**src/rtl/control_unit_pipelined.sv**
```systemverilog
// control_unit_pipelined: ID-stage ARM decoder with condition-field evaluation,
// feeding a registered ID/EX control bundle. Handles downstream stall, flush and
// flag-hazard bubbles. Optional saturating performance counters are built when
// the macro CU_PERF_CNT_EN is defined.
module control_unit_pipelined #(
   parameter int unsigned CNT_W    = 16,
   parameter logic [31:0] NOP_WORD = 32'h0000_0000
) (
   input  logic              clk,
   input  logic              rst_n,
   input  logic [31:0]       instruction,
   input  logic              instr_valid,
   input  logic [3:0]        flags_nzcv,
   input  logic              stall,
   input  logic              flush,
   output logic              hazard_stall,
   output logic              ex_valid,
   output logic              ex_cond_pass,
   output logic              ex_reg_write_enable,
   output logic              ex_mem_enable,
   output logic              ex_mem_rw,
   output logic              ex_mem_to_reg_select,
   output logic              ex_alu_source_select,
   output logic              ex_status_bit,
   output logic              ex_pc_source_select,
   output logic              ex_mem_size,
   output logic [3:0]        ex_alu_operation
`ifdef CU_PERF_CNT_EN
   ,
   output logic [CNT_W-1:0]  perf_issued,
   output logic [CNT_W-1:0]  perf_squashed,
   output logic [CNT_W-1:0]  perf_bubbles
`endif
);

   typedef enum logic [1:0] {
      CLS_DP  = 2'b00,
      CLS_MEM = 2'b01,
      CLS_BR  = 2'b10,
      CLS_SYS = 2'b11
   } instr_class_e;

   typedef enum logic [3:0] {
      ALU_ADD = 4'b0000,
      ALU_ADC = 4'b0001,
      ALU_SUB = 4'b0010,
      ALU_SBC = 4'b0011,
      ALU_RSB = 4'b0100,
      ALU_RSC = 4'b0101,
      ALU_AND = 4'b0110,
      ALU_ORR = 4'b0111,
      ALU_EOR = 4'b1000,
      ALU_MOV = 4'b1010,
      ALU_MVN = 4'b1011,
      ALU_BIC = 4'b1100
   } alu_op_e;

   typedef struct packed {
      logic       valid;
      logic       cond_pass;
      logic       reg_write;
      logic       mem_en;
      logic       mem_rw;
      logic       mem_to_reg;
      logic       alu_src;
      logic       status;
      logic       pc_src;
      logic       mem_size;
      logic [3:0] alu_op;
   } ctrl_t;

   // Data-processing opcode (bits 24:21) to ALU operation code
   function automatic alu_op_e dp_alu_map(input logic [3:0] opcode);
      alu_op_e op;
      case (opcode)
         4'h0:    op = ALU_AND;
         4'h1:    op = ALU_EOR;
         4'h2:    op = ALU_SUB;
         4'h3:    op = ALU_RSB;
         4'h4:    op = ALU_ADD;
         4'h5:    op = ALU_ADC;
         4'h6:    op = ALU_SBC;
         4'h7:    op = ALU_RSC;
         4'h8:    op = ALU_AND;   // TST
         4'h9:    op = ALU_EOR;   // TEQ
         4'hA:    op = ALU_SUB;   // CMP
         4'hB:    op = ALU_ADD;   // CMN
         4'hC:    op = ALU_ORR;
         4'hD:    op = ALU_MOV;
         4'hE:    op = ALU_BIC;
         default: op = ALU_MVN;
      endcase
      return op;
   endfunction

   // ARM condition codes; 4'hF is treated as never
   function automatic logic cond_eval(input logic [3:0] cond, input logic [3:0] nzcv);
      logic n, z, c, v, r;
      n = nzcv[3];
      z = nzcv[2];
      c = nzcv[1];
      v = nzcv[0];
      case (cond)
         4'h0:    r = z;
         4'h1:    r = ~z;
         4'h2:    r = c;
         4'h3:    r = ~c;
         4'h4:    r = n;
         4'h5:    r = ~n;
         4'h6:    r = v;
         4'h7:    r = ~v;
         4'h8:    r = c & ~z;
         4'h9:    r = ~c | z;
         4'hA:    r = (n == v);
         4'hB:    r = (n != v);
         4'hC:    r = ~z & (n == v);
         4'hD:    r = z | (n != v);
         4'hE:    r = 1'b1;
         default: r = 1'b0;
      endcase
      return r;
   endfunction

   instr_class_e cls;
   logic         cond_ok;
   logic         is_nop;
   ctrl_t        dec;
   ctrl_t        ex_q;

   assign cls     = instr_class_e'(instruction[27:26]);
   assign cond_ok = cond_eval(instruction[31:28], flags_nzcv);
   assign is_nop  = (instruction == NOP_WORD);

   // Decode the ID-stage instruction into the next EX control bundle
   always_comb begin
      dec           = '0;
      dec.valid     = 1'b1;
      dec.cond_pass = cond_ok;
      case (cls)
         CLS_DP: begin
            dec.reg_write = (instruction[24:23] != 2'b10);
            dec.status    = instruction[20];
            dec.alu_src   = instruction[25];
            dec.alu_op    = dp_alu_map(instruction[24:21]);
         end
         CLS_MEM: begin
            dec.mem_en   = 1'b1;
            dec.alu_src  = ~instruction[25];
            dec.alu_op   = instruction[23] ? ALU_ADD : ALU_SUB;
            dec.mem_size = instruction[22];
            if (instruction[20]) begin
               dec.reg_write  = 1'b1;
               dec.mem_to_reg = 1'b1;
            end else begin
               dec.mem_rw = 1'b1;
            end
         end
         CLS_BR: begin
            dec.pc_src    = 1'b1;
            dec.alu_src   = 1'b1;
            dec.alu_op    = ALU_ADD;
            dec.reg_write = instruction[24];
         end
         default: ;
      endcase
      // NOP overrides decode entirely; a failed condition only kills side effects
      if (is_nop) begin
         dec           = '0;
         dec.valid     = 1'b1;
      end else if (!cond_ok) begin
         dec.cond_pass  = 1'b0;
         dec.reg_write  = 1'b0;
         dec.mem_en     = 1'b0;
         dec.mem_rw     = 1'b0;
         dec.mem_to_reg = 1'b0;
         dec.status     = 1'b0;
         dec.pc_src     = 1'b0;
      end
   end

   assign hazard_stall = instr_valid & ex_q.valid & ex_q.status &
                         (instruction[31:28] != 4'hE) & ~stall & ~flush;

   // ID/EX register: flush > stall > hazard bubble > idle bubble > load
   always_ff @(posedge clk or negedge rst_n) begin
      if (!rst_n) begin
         ex_q <= '0;
      end else if (flush) begin
         ex_q <= '0;
      end else if (stall) begin
         ex_q <= ex_q;
      end else if (hazard_stall || !instr_valid) begin
         ex_q <= '0;
      end else begin
         ex_q <= dec;
      end
   end

   assign ex_valid             = ex_q.valid;
   assign ex_cond_pass         = ex_q.cond_pass;
   assign ex_reg_write_enable  = ex_q.reg_write;
   assign ex_mem_enable        = ex_q.mem_en;
   assign ex_mem_rw            = ex_q.mem_rw;
   assign ex_mem_to_reg_select = ex_q.mem_to_reg;
   assign ex_alu_source_select = ex_q.alu_src;
   assign ex_status_bit        = ex_q.status;
   assign ex_pc_source_select  = ex_q.pc_src;
   assign ex_mem_size          = ex_q.mem_size;
   assign ex_alu_operation     = ex_q.alu_op;

`ifdef CU_PERF_CNT_EN
   logic             load_en;
   logic             inc_issued;
   logic             inc_squashed;
   logic             inc_bubbles;
   logic [CNT_W-1:0] cnt_issued;
   logic [CNT_W-1:0] cnt_squashed;
   logic [CNT_W-1:0] cnt_bubbles;

   assign load_en      = ~flush & ~stall & ~hazard_stall & instr_valid;
   assign inc_issued   = load_en & dec.cond_pass;
   assign inc_squashed = (load_en & ~dec.cond_pass & ~is_nop) | (flush & ex_q.valid);
   assign inc_bubbles  = hazard_stall;

   // Saturating event counters
   always_ff @(posedge clk or negedge rst_n) begin
      if (!rst_n) begin
         cnt_issued   <= '0;
         cnt_squashed <= '0;
         cnt_bubbles  <= '0;
      end else begin
         if (inc_issued && cnt_issued != '1)
            cnt_issued <= cnt_issued + CNT_W'(1);
         if (inc_squashed && cnt_squashed != '1)
            cnt_squashed <= cnt_squashed + CNT_W'(1);
         if (inc_bubbles && cnt_bubbles != '1)
            cnt_bubbles <= cnt_bubbles + CNT_W'(1);
      end
   end

   assign perf_issued   = cnt_issued;
   assign perf_squashed = cnt_squashed;
   assign perf_bubbles  = cnt_bubbles;
`endif

endmodule

```
**config.mk**
```make
export PLATFORM = sky130hd
export DESIGN_NAME = control_unit_pipelined
export DESIGN_NICKNAME = d
export VERILOG_FILES = /design/src/rtl/control_unit_pipelined.sv
export SDC_FILE = /design/constraint.sdc
export NUM_CORES = 1
export LEC_CHECK = 0
export CAP_MARGIN = 20
export CORE_MARGIN = 4
export CORE_UTILIZATION = 40
export DETAILED_ROUTE_END_ITERATION = 7
export GPL_TIMING_DRIVEN = 0
export PLACE_DENSITY = 0.8
export SETUP_SLACK_MARGIN = 0.1
export SKIP_LAST_GASP = 1
export SYNTH_ARGS = -nofsm -noshare
export SYNTH_HDL_FRONTEND = slang
export SYNTH_SLANG_ARGS = --single-unit
```
**constraint.sdc**
```tcl
create_clock -name clk -period 1.6 [get_ports clk]
set_input_delay 0.32 -clock clk [delete_from_list [all_inputs] [get_ports clk]]
set_output_delay 0.32 -clock clk [all_outputs]
set_load 0.02 [all_outputs]
```
* Word-level counts from Yosys, hierarchy flattened
Memories as Yosys holds them, arrays and structs flattened.
Cells that the tools add are included.
** Storage, ports and cells
- Register bits :: 14
- ROM bits :: 64
- Input port bits :: 41
- Output and inout port bits :: 15
- Logic and storage cells :: 74
- Memories :: 1
** Memory list
- (name not given) :: depth 16, bits a word 4, rd ports 1, clocked after Yosys merged registers in 0, write ports 0, RTL line 75 : case (opcode)
** Operators by class
- Equal/unequal tests :: 21
- Multiplexer cells :: 20
- Bitwise operators :: 16
- Reductions and logical operators :: 5
** Operators by type and width (count)
- 14-bit 2-to-1 mux :: 3
- 32-bit zero test :: 1
- 4-bit == test, second input constant :: 7
- 4-bit by 3-bit == test with 1-bit output, second input constant :: 4
- 5-bit 2-to-1 mux :: 3
- 1-bit case mux with 15 select lines :: 1
- 4-bit by 2-bit == test with 1-bit output, second input constant :: 2
- 4-bit case mux with 2 select lines :: 1
- 1-bit AND :: 7
- 1-bit inverter :: 7
- 1-bit 2-to-1 mux :: 6
- 2-bit 2-to-1 mux :: 3
- 1-bit case mux with 3 select lines :: 2
- 4-bit by 1-bit == test with 1-bit output, second input constant :: 1
- 4-bit zero test :: 1
- 4-bit != test, second input constant :: 1
- 3-bit 2-to-1 mux :: 1
- 2-bit by 1-bit == test with 1-bit output, second input constant :: 1
- 2-bit == test, second input constant :: 1
- 2-bit zero test :: 1
- 2-bit by 1-bit != test with 1-bit output, second input constant :: 1
- 2-bit != test, second input constant :: 1
- 1-bit OR :: 2
- 1-bit == test :: 1
- 3 further kinds :: 3

* Longest topological paths before layout
Gate-level depths: netlist (run 1).
- Depth in word-level cells :: 9
- Mapped depth :: 7
- Gate-level depth less buffers :: 7

* Least setup slack after synthesis (run 1)
Ideal clock, no wire load.
- Path type :: input port to flip-flop
- From :: in stall
- To :: reg ex_q, in the netlist ex_reg_write_enable
- Setup time :: 0.095 ns
- Arrival time :: 1.427 ns
- Data required time :: 1.505 ns
- Path slack :: 0.077 ns
- Stages :: 5
- Buffers on the path :: 0
- Path through :: or3b_1 > a31o_1 > a21oi_4 > nand2_1 > o31ai_1
** Between the ends
- Longest elaborated chain between the ends :: 7
- Elaborated cells on any way between the ends :: 8
- Classes of those cells :: eq/ne (1); mux (3); bitwise (3); reduce/logical (1)
** Ends and longest elaborated chain
- start: declaration :: RTL line 14 : input logic stall,
- 1-bit inverter :: RTL line 182 : (instruction[31:28] != 4'hE) & ~stall & ~flush;
- 1-bit AND (2 in a row) :: RTL line 182
- 1-bit logical OR :: RTL line 192 : end else if (hazard_stall || !instr_valid) begin
- 14-bit 2-to-1 mux :: RTL line 192
- 14-bit 2-to-1 mux :: RTL line 190 : end else if (stall) begin
- 14-bit 2-to-1 mux :: RTL line 188 : end else if (flush) begin
- end signal: assignment :: RTL line 191 : ex_q <= ex_q;
- end: declaration :: RTL line 128 : ctrl_t ex_q;
Several ways; a longest one is shown, not always the timed one. The select of a mux whose other input is x is not followed.
A chain may end at the register's enable or synchronous reset.

* Worst setup path in the final report (run 1)
- From :: in instruction[7]
- To :: reg ex_q, in the netlist ex_alu_operation[1]
** Between the ends
- Longest elaborated chain between the ends :: 5
** Ends and longest elaborated chain
- start: declaration :: RTL line 11 : input logic [31:0] instruction,
- 32-bit zero test :: RTL line 132 : assign is_nop = (instruction == NOP_WORD);
- 5-bit 2-to-1 mux :: RTL line 167 : if (is_nop) begin
- 14-bit 2-to-1 mux :: RTL line 192
- 14-bit 2-to-1 mux :: RTL line 190
- 14-bit 2-to-1 mux :: RTL line 188
No other way between the ends. The select of a mux whose other input is x is not followed.

==> results of run 1 <==
-- worst min-delay path by stage --
stage	from	endpoint	slack, ns	cells after the start
floorplan	rst_n	ex_alu_operation[0]$_DFFE_PN0P_	0.02	0
global placement	ex_reg_write_enable$_DFFE_PN0P_	ex_reg_write_enable$_DFFE_PN0P_	0.47	2
detailed placement	ex_cond_pass$_DFFE_PN0P_	ex_cond_pass$_DFFE_PN0P_	0.47	2
CTS	instruction[26]	ex_pc_source_select$_DFFE_PN0P_	0.36	2
global route	instruction[26]	ex_pc_source_select$_DFFE_PN0P_	0.37	2
finish	instruction[26]	ex_pc_source_select$_DFFE_PN0P_	0.36	2
-- state kept, by name, summed over array words and instances (netlist names) --
signal,count
ex_mem_enable,1
ex_pc_source_select,1
ex_mem_rw,1
ex_status_bit,1
ex_alu_source_select,1
ex_mem_size,1
ex_reg_write_enable,1
ex_mem_to_reg_select,1
ex_valid,1
ex_alu_operation,4
ex_cond_pass,1
-- where the power goes --
group | switching, mW | total (mW) | internal, mW
Sequential | 0.00564 | 0.367 | 0.361
Clock | 0.116 | 0.255 | 0.138
Combinational | 0.161 | 0.315 | 0.154
Total | 0.283 | 0.937 | 0.654
-- metrics by stage --
step	hold slack, ns	total power [mW]	util, %	area (sq um)
detailed placement	0.4727	0.6718	62.15	1699
floorplan	0.02441	0.5153	-	1140
finish	0.3620	0.9367	66.36	1814
global placement	0.4665	0.6622	62.15	1699
CTS	0.3615	0.9322	66.32	1813
global route	0.3721	0.9863	66.36	1814
-- kinds of logic after synthesis --
kind of cell             count (synthesis)  synth area share [%]
flip-flops                              14                 30.80
AO/OA/AOI/OAI                           31                 22.99
AND/OR/NAND/NOR                         55                 27.94
buffers and inverters                   14                 5.940
multiplexers                             5                 4.511
adder cells (fa/ha/maj)                  5                 5.501
XOR/XNOR                                 3                 2.311
-- critical path, stage by stage --
cell and delay [ns]:
clkdlybuf4s50_1 0.40, nor4_1 0.24, and4_1 0.29, a21oi_4 0.11, buf_6 0.13, a22o_1 0.17
-- repair_timing --
| item | in CTS | in global routing |
|---|---|---|
| resized for setup | 82 | 16 |
| buffers inserted | 6 | 1 |
| gates cloned | 0 | 0 |
| endpoints found under the setup margin | 28 | 9 |
| hold buffers | 0 | 0 |
| pin swaps | 18 | 11 |
-- cells in the mapped netlist, types with 2 or more instances --
master	instances	area, sq um
nand3_1	3	15.01
nand4_1	3	18.77
dfrtp_1	14	350.3
a22o_1	2	17.52
nand4b_1	3	26.28
xnor2_1	2	17.52
a21oi_1	3	15.01
o21ai_0	8	40.04
o31ai_1	2	15.01
and4_1	2	17.52
ha_1	5	62.56
nor4_1	8	50.05
nor2_1	8	30.03
nor3_1	2	10.01
inv_1	5	18.77
nand2_1	18	67.56
clkbuf_1	2	7.510
buf_4	2	15.01
mux2i_1	4	40.04
a211oi_1	2	15.01
buf_2	3	15.01
-- cell type report --
class                           instances  area (sq um)
Inverter                                6         25.02
Clock buffer                            4         36.28
Buffer                                  8         61.31
Fill cell                             239         919.6
Sequential cell                        14         350.3
Tap cell                               31         38.79
Timing Repair Buffer                   59         508.0
Multi-Input combinational cell         99         794.5
-- layer usage --
| layer | part of all wire [%] | up-vias | GRT usage, % |
|---|---|---|---|
| li1 | - | 598 | - |
| met2 | 54 | 38 | 38.22 |
| met4 | 1.4 | 0 | 4.025 |
| met3 | 4.1 | 6 | 2.306 |
| met1 | 40 | 572 | 24.46 |
| met5 | 0 | - | 0 |
==> flow_metrics.env, run 1 <==
export IMPL_leakage_nw=0.9005
export IMPL_fin_tns_setup_ns=0
export IMPL_ys_seq_area_share_pct=30.80
export IMPL_clk_latency_ns=0.28
export IMPL_min_period_ns=1.488
export IMPL_route_detailed_drc=0
export IMPL_layout_commonest_cell="dlygate4sd2_1"
export IMPL_grt_pass1_wl_mm=5.830
export IMPL_finalMaxSlewViolations=0
export IMPL_die_area_sq_um=3761
export IMPL_ff2ff_setup_slack_ns=0.23
export IMPL_wire_per_inst_um=16.47
export IMPL_critPathLaunch="instruction[7]"
export IMPL_drtAntennaViolNets=0
export IMPL_path_clk_slew_ns=0.08
export IMPL_cts_tree="done"
export IMPL_cts_sinks=14
export IMPL_setup_ws_ns=0.1117
export IMPL_ys_ff_latch=14
export IMPL_cp_endpoint="ex_alu_operation[1]$_DFFE_PN0P_"
export IMPL_grt_usage_pct=20.23
export IMPL_period_share_pct=93.02
export IMPL_synth_edf_count=0
export IMPL_antenna_cells=0
export IMPL_maxCapViolations=0
export IMPL_final_layout_size_suffix_gt1_share_pct=25.79
export IMPL_drt_iter0_drc=47
export IMPL_timing_fmax_mhz=671.9
export IMPL_fp_dieH_um=61.33
export IMPL_power_density_nw_per_um2=516.3
export IMPL_r2r_cells=5
export IMPL_ir_drop_mv=0.6308
export IMPL_first_global_vias=1288
export IMPL_dp_hpwl_mm=2.663
export IMPL_hold_class="in -> reg"
export IMPL_io_buffers=52
export IMPL_synthArstFlopShare_pct=100.0
export IMPL_drtPass1Iterations=4
export IMPL_cts_buffers_inserted=3
export IMPL_r2r_end="ex_mem_to_reg_select$_DFFE_PN0P_"
export IMPL_final_hold_viol_count=0
export IMPL_vias_per_cell=5.493
export IMPL_syn2layout_area_growth_pct=59.52
export IMPL_syn_area_sq_um=1137
export IMPL_vias=1214
export IMPL_initial_core_util_pct=41.60
export IMPL_yosysWarnings=0
export IMPL_syn_inst=127
export IMPL_skew_ns=0.004126
export IMPL_yosysUniqueCellTypes=47
export IMPL_setup_worst_path_end_class="flop"
export IMPL_synth_ff_type="dfrtp_1"
export IMPL_chipWidth_um=61.33
export IMPL_place_congestion=0.8132
export IMPL_final_nets=237
export IMPL_io_pins=56
export IMPL_drt_total_wl_mm=3.640
export IMPL_crit_type="in -> reg"
export IMPL_post_place_ws_ns=-0.6618
export IMPL_syn_nets=173
export IMPL_row_count=19
export IMPL_cp_data_required_time_ns=1.77
export IMPL_fp_coreArea_sq_um=2734
export IMPL_cts_htree_levels=1
export IMPL_cp_start_kind="input pin"
export IMPL_root_buffer="clkbuf_4"
export IMPL_avgSynthCellArea_sq_um=8.955
export IMPL_globalRoute_totalOverflow=0
export IMPL_rsz0062_at_grt="yes"
export IMPL_antenna_found_initial=0
export IMPL_clock_path_buffers=2
export IMPL_placed_cells=210
export IMPL_grt_max_degree=15
export IMPL_slew_limit_headroom_pct=55.51
export IMPL_status="finished, final reports clean"
export IMPL_setup_viol_count_final=0
export IMPL_critPathMaxFanout=6
export IMPL_stdcell_count=221
export IMPL_final_cell_mix="dlygate4sd2_1, nand2_1, dfrtp_1"
export IMPL_arrival_ns=1.66
export IMPL_tightestPinTransition_ns=0.6653
export IMPL_r2r_start="ex_valid$_DFFE_PN0P_"
No activity file was read; power rests on OpenSTA's default activity.
==> inputs of run 2 (changes only) <==
==> constraint.sdc (replaced) <==
create_clock -name clk -period 1.6 [get_ports clk]
set_input_delay 0.32 -clock clk [delete_from_list [all_inputs] [get_ports clk]]
set_output_delay 0.32 -clock clk [all_outputs]
set_load 0.005 [all_outputs]
==> run 2 against run 1 <==
  * Total power about the same
  * Largest cell class unchanged
  * Combinational power increased by 2%
  * Worst hold slack improved by 0.015 ns
  * Sequential power about the same
==> flow_metrics.env, run 2 (synthesis gave the netlist of run 1 again) <==
export IMPL_fin_hold_ws_ns=0.3765
export IMPL_chipWidth_um=61.33
export IMPL_drtPass1Iterations=4
export IMPL_path_clk_slew_ns=0.08
export IMPL_fp_coreArea_sq_um=2734
export IMPL_rsz0062_at_grt="yes"
export IMPL_final_nets=241
export IMPL_vias_per_cell=5.476
export IMPL_cts_sinks=14
export IMPL_cp_start_kind="input pin"
export IMPL_grt_usage_pct=20.56
export IMPL_cts_tree="done"
export IMPL_grt_busiest_layer="met2"
export IMPL_status="finished, final reports clean"
export IMPL_row_count=19
export IMPL_setup_worst_path_end_class="flop"
export IMPL_cts_htree_levels=1
export IMPL_drtAntennaViolNets=0
export IMPL_io_buffers=52
export IMPL_antenna_found_initial=0
export IMPL_drt_total_wl_mm=3.628
export IMPL_die_area_sq_um=3761
export IMPL_skew_ns=0.002627
export IMPL_largest_reg_flops=4
export IMPL_wire_per_inst_um=16.12
export IMPL_timing_fmax_mhz=669.4
export IMPL_setup_viol_count_final=0
export IMPL_critPathSlowestCell="a211o_1"
export IMPL_grt_pass1_wl_mm=5.906
export IMPL_grt_util_met2_pct=39.73
export IMPL_crit_type="in -> reg"
export IMPL_period_share_pct=93.36
export IMPL_cp_data_required_time_ns=1.75
export IMPL_antenna_cells=0
export IMPL_layout_commonest_cell="dlygate4sd2_1"
export IMPL_cp_common_cell="buf_6"
export IMPL_place_congestion=0.8132
export IMPL_first_global_vias=1303
export IMPL_initial_core_util_pct=41.60
export IMPL_route_detailed_drc=0
export IMPL_critPathMaxFanout=7
export IMPL_final_cell_mix="dlygate4sd2_1, nand2_1, dfrtp_1"
export IMPL_critical_path_cell_chain="buf_6 -> buf_6 -> buf_8 -> nor3b_1 -> a21o_1 -> a211o_1 -> a21oi_4 -> o31ai_1"
export IMPL_globalRoute_totalOverflow=0
export IMPL_arrival_ns=1.65
export IMPL_finalMaxSlewViolations=0
export IMPL_vias=1232
export IMPL_grt_max_degree=15
export IMPL_cts_hold_buf=0
export IMPL_final_hold_viol_count=0
export IMPL_maxCapViolations=0
export IMPL_tightestPinTransition_ns=0.6453
export IMPL_p_total_uw=936.1
export IMPL_clk_latency_ns=0.27
export IMPL_grtUsageMet1_pct=24.55
export IMPL_met3_usage_pct=2.306
export IMPL_fp_dieH_um=61.33
export IMPL_r2r_cells=5
export IMPL_leakage_nw=0.9894
export IMPL_syn2layout_area_growth_pct=68.54
export IMPL_ir_drop_mv=0.6292
export IMPL_dp_hpwl_mm=2.663
export IMPL_min_period_ns=1.494
export IMPL_root_buffer="clkbuf_4"
export IMPL_clock_path_buffers=2
export IMPL_final_layout_size_suffix_gt1_share_pct=27.84
export IMPL_slowest_delay_ns=0.33
export IMPL_power_density_nw_per_um2=488.4
export IMPL_cts_buffers_inserted=3
export IMPL_min_path_cells=2
export IMPL_hold_class="in -> reg"
export IMPL_io_pins=56
export IMPL_drt_iter0_drc=55
export IMPL_slew_limit_headroom_pct=56.84
-- run 2: area by class of cell --
cell class | count | area [sq um]
flip-flops and latches | 14 | 350.3
clock buffers | 4 | 36.28
well taps | 31 | 38.79
inverters | 6 | 25.02
repair buffers | 63 | 583.1
plain buffers | 8 | 68.82
multi-input cells | 99 | 814.5
fillers | 223 | 817.0
-- run 2: what timing repair did --
item                                    in CTS  in global routing
endpoints found under the setup margin      15                 21
resized for setup                           80                 21
pin swaps                                   19                 10
setup buffers                                9                  2
-- run 2: power by group --
group | switching, mW | internal [mW] | leakage, nW
sequential | 0.00509 | 0.361 | 0.194
clock | 0.112 | 0.138 | 0.0210
combinational | 0.156 | 0.164 | 0.775
total | 0.272 | 0.664 | 0.989
-- run 2: worst paths after layout --
kind | start | end | slack (ns)
setup / recovery | instruction[28] | ex_mem_rw$_DFFE_PN0P_ | 0.11
hold / removal | instruction[26] | ex_pc_source_select$_DFFE_PN0P_ | 0.38
setup reg to reg | ex_valid$_DFFE_PN0P_ | ex_pc_source_select$_DFFE_PN0P_ | 0.15
hold reg to reg | ex_cond_pass$_DFFE_PN0P_ | ex_cond_pass$_DFFE_PN0P_ | 0.49
max in group asynchronous | rst_n | ex_reg_write_enable$_DFFE_PN0P_ | 0.75
min in group asynchronous | rst_n | ex_mem_enable$_DFFE_PN0P_ | 0.44
-- run 2: worst max-delay path: cells and delay by family --
kind	cells	cell delay (ns)
compound gates	4	0.86
simple gates	1	0.13
buf+inv	3	0.33
-- run 2: metrics by stage --
stage               util (%)  instance area (sq um)  setup WS [ns]  setup TNS (ns)  std cells
finish                 70.11                   1917         0.1062               0        225
global route           70.11                   1917        0.06523               0        225
CTS                    67.92                   1857        0.07950               0        223
detailed placement     62.15                   1699        -0.6143          -7.310        210
global placement       62.15                   1699        -0.5544          -6.707        210
floorplan                  -                   1140         0.1015               0        127
-- run 2: layer usage --
layer | vias to the layer above | part of all wire, %
met5 | - | 0
met4 | 0 | 0.94
met3 | 4 | 4.7
met2 | 36 | 56
met1 | 586 | 38
li1 | 606 | -
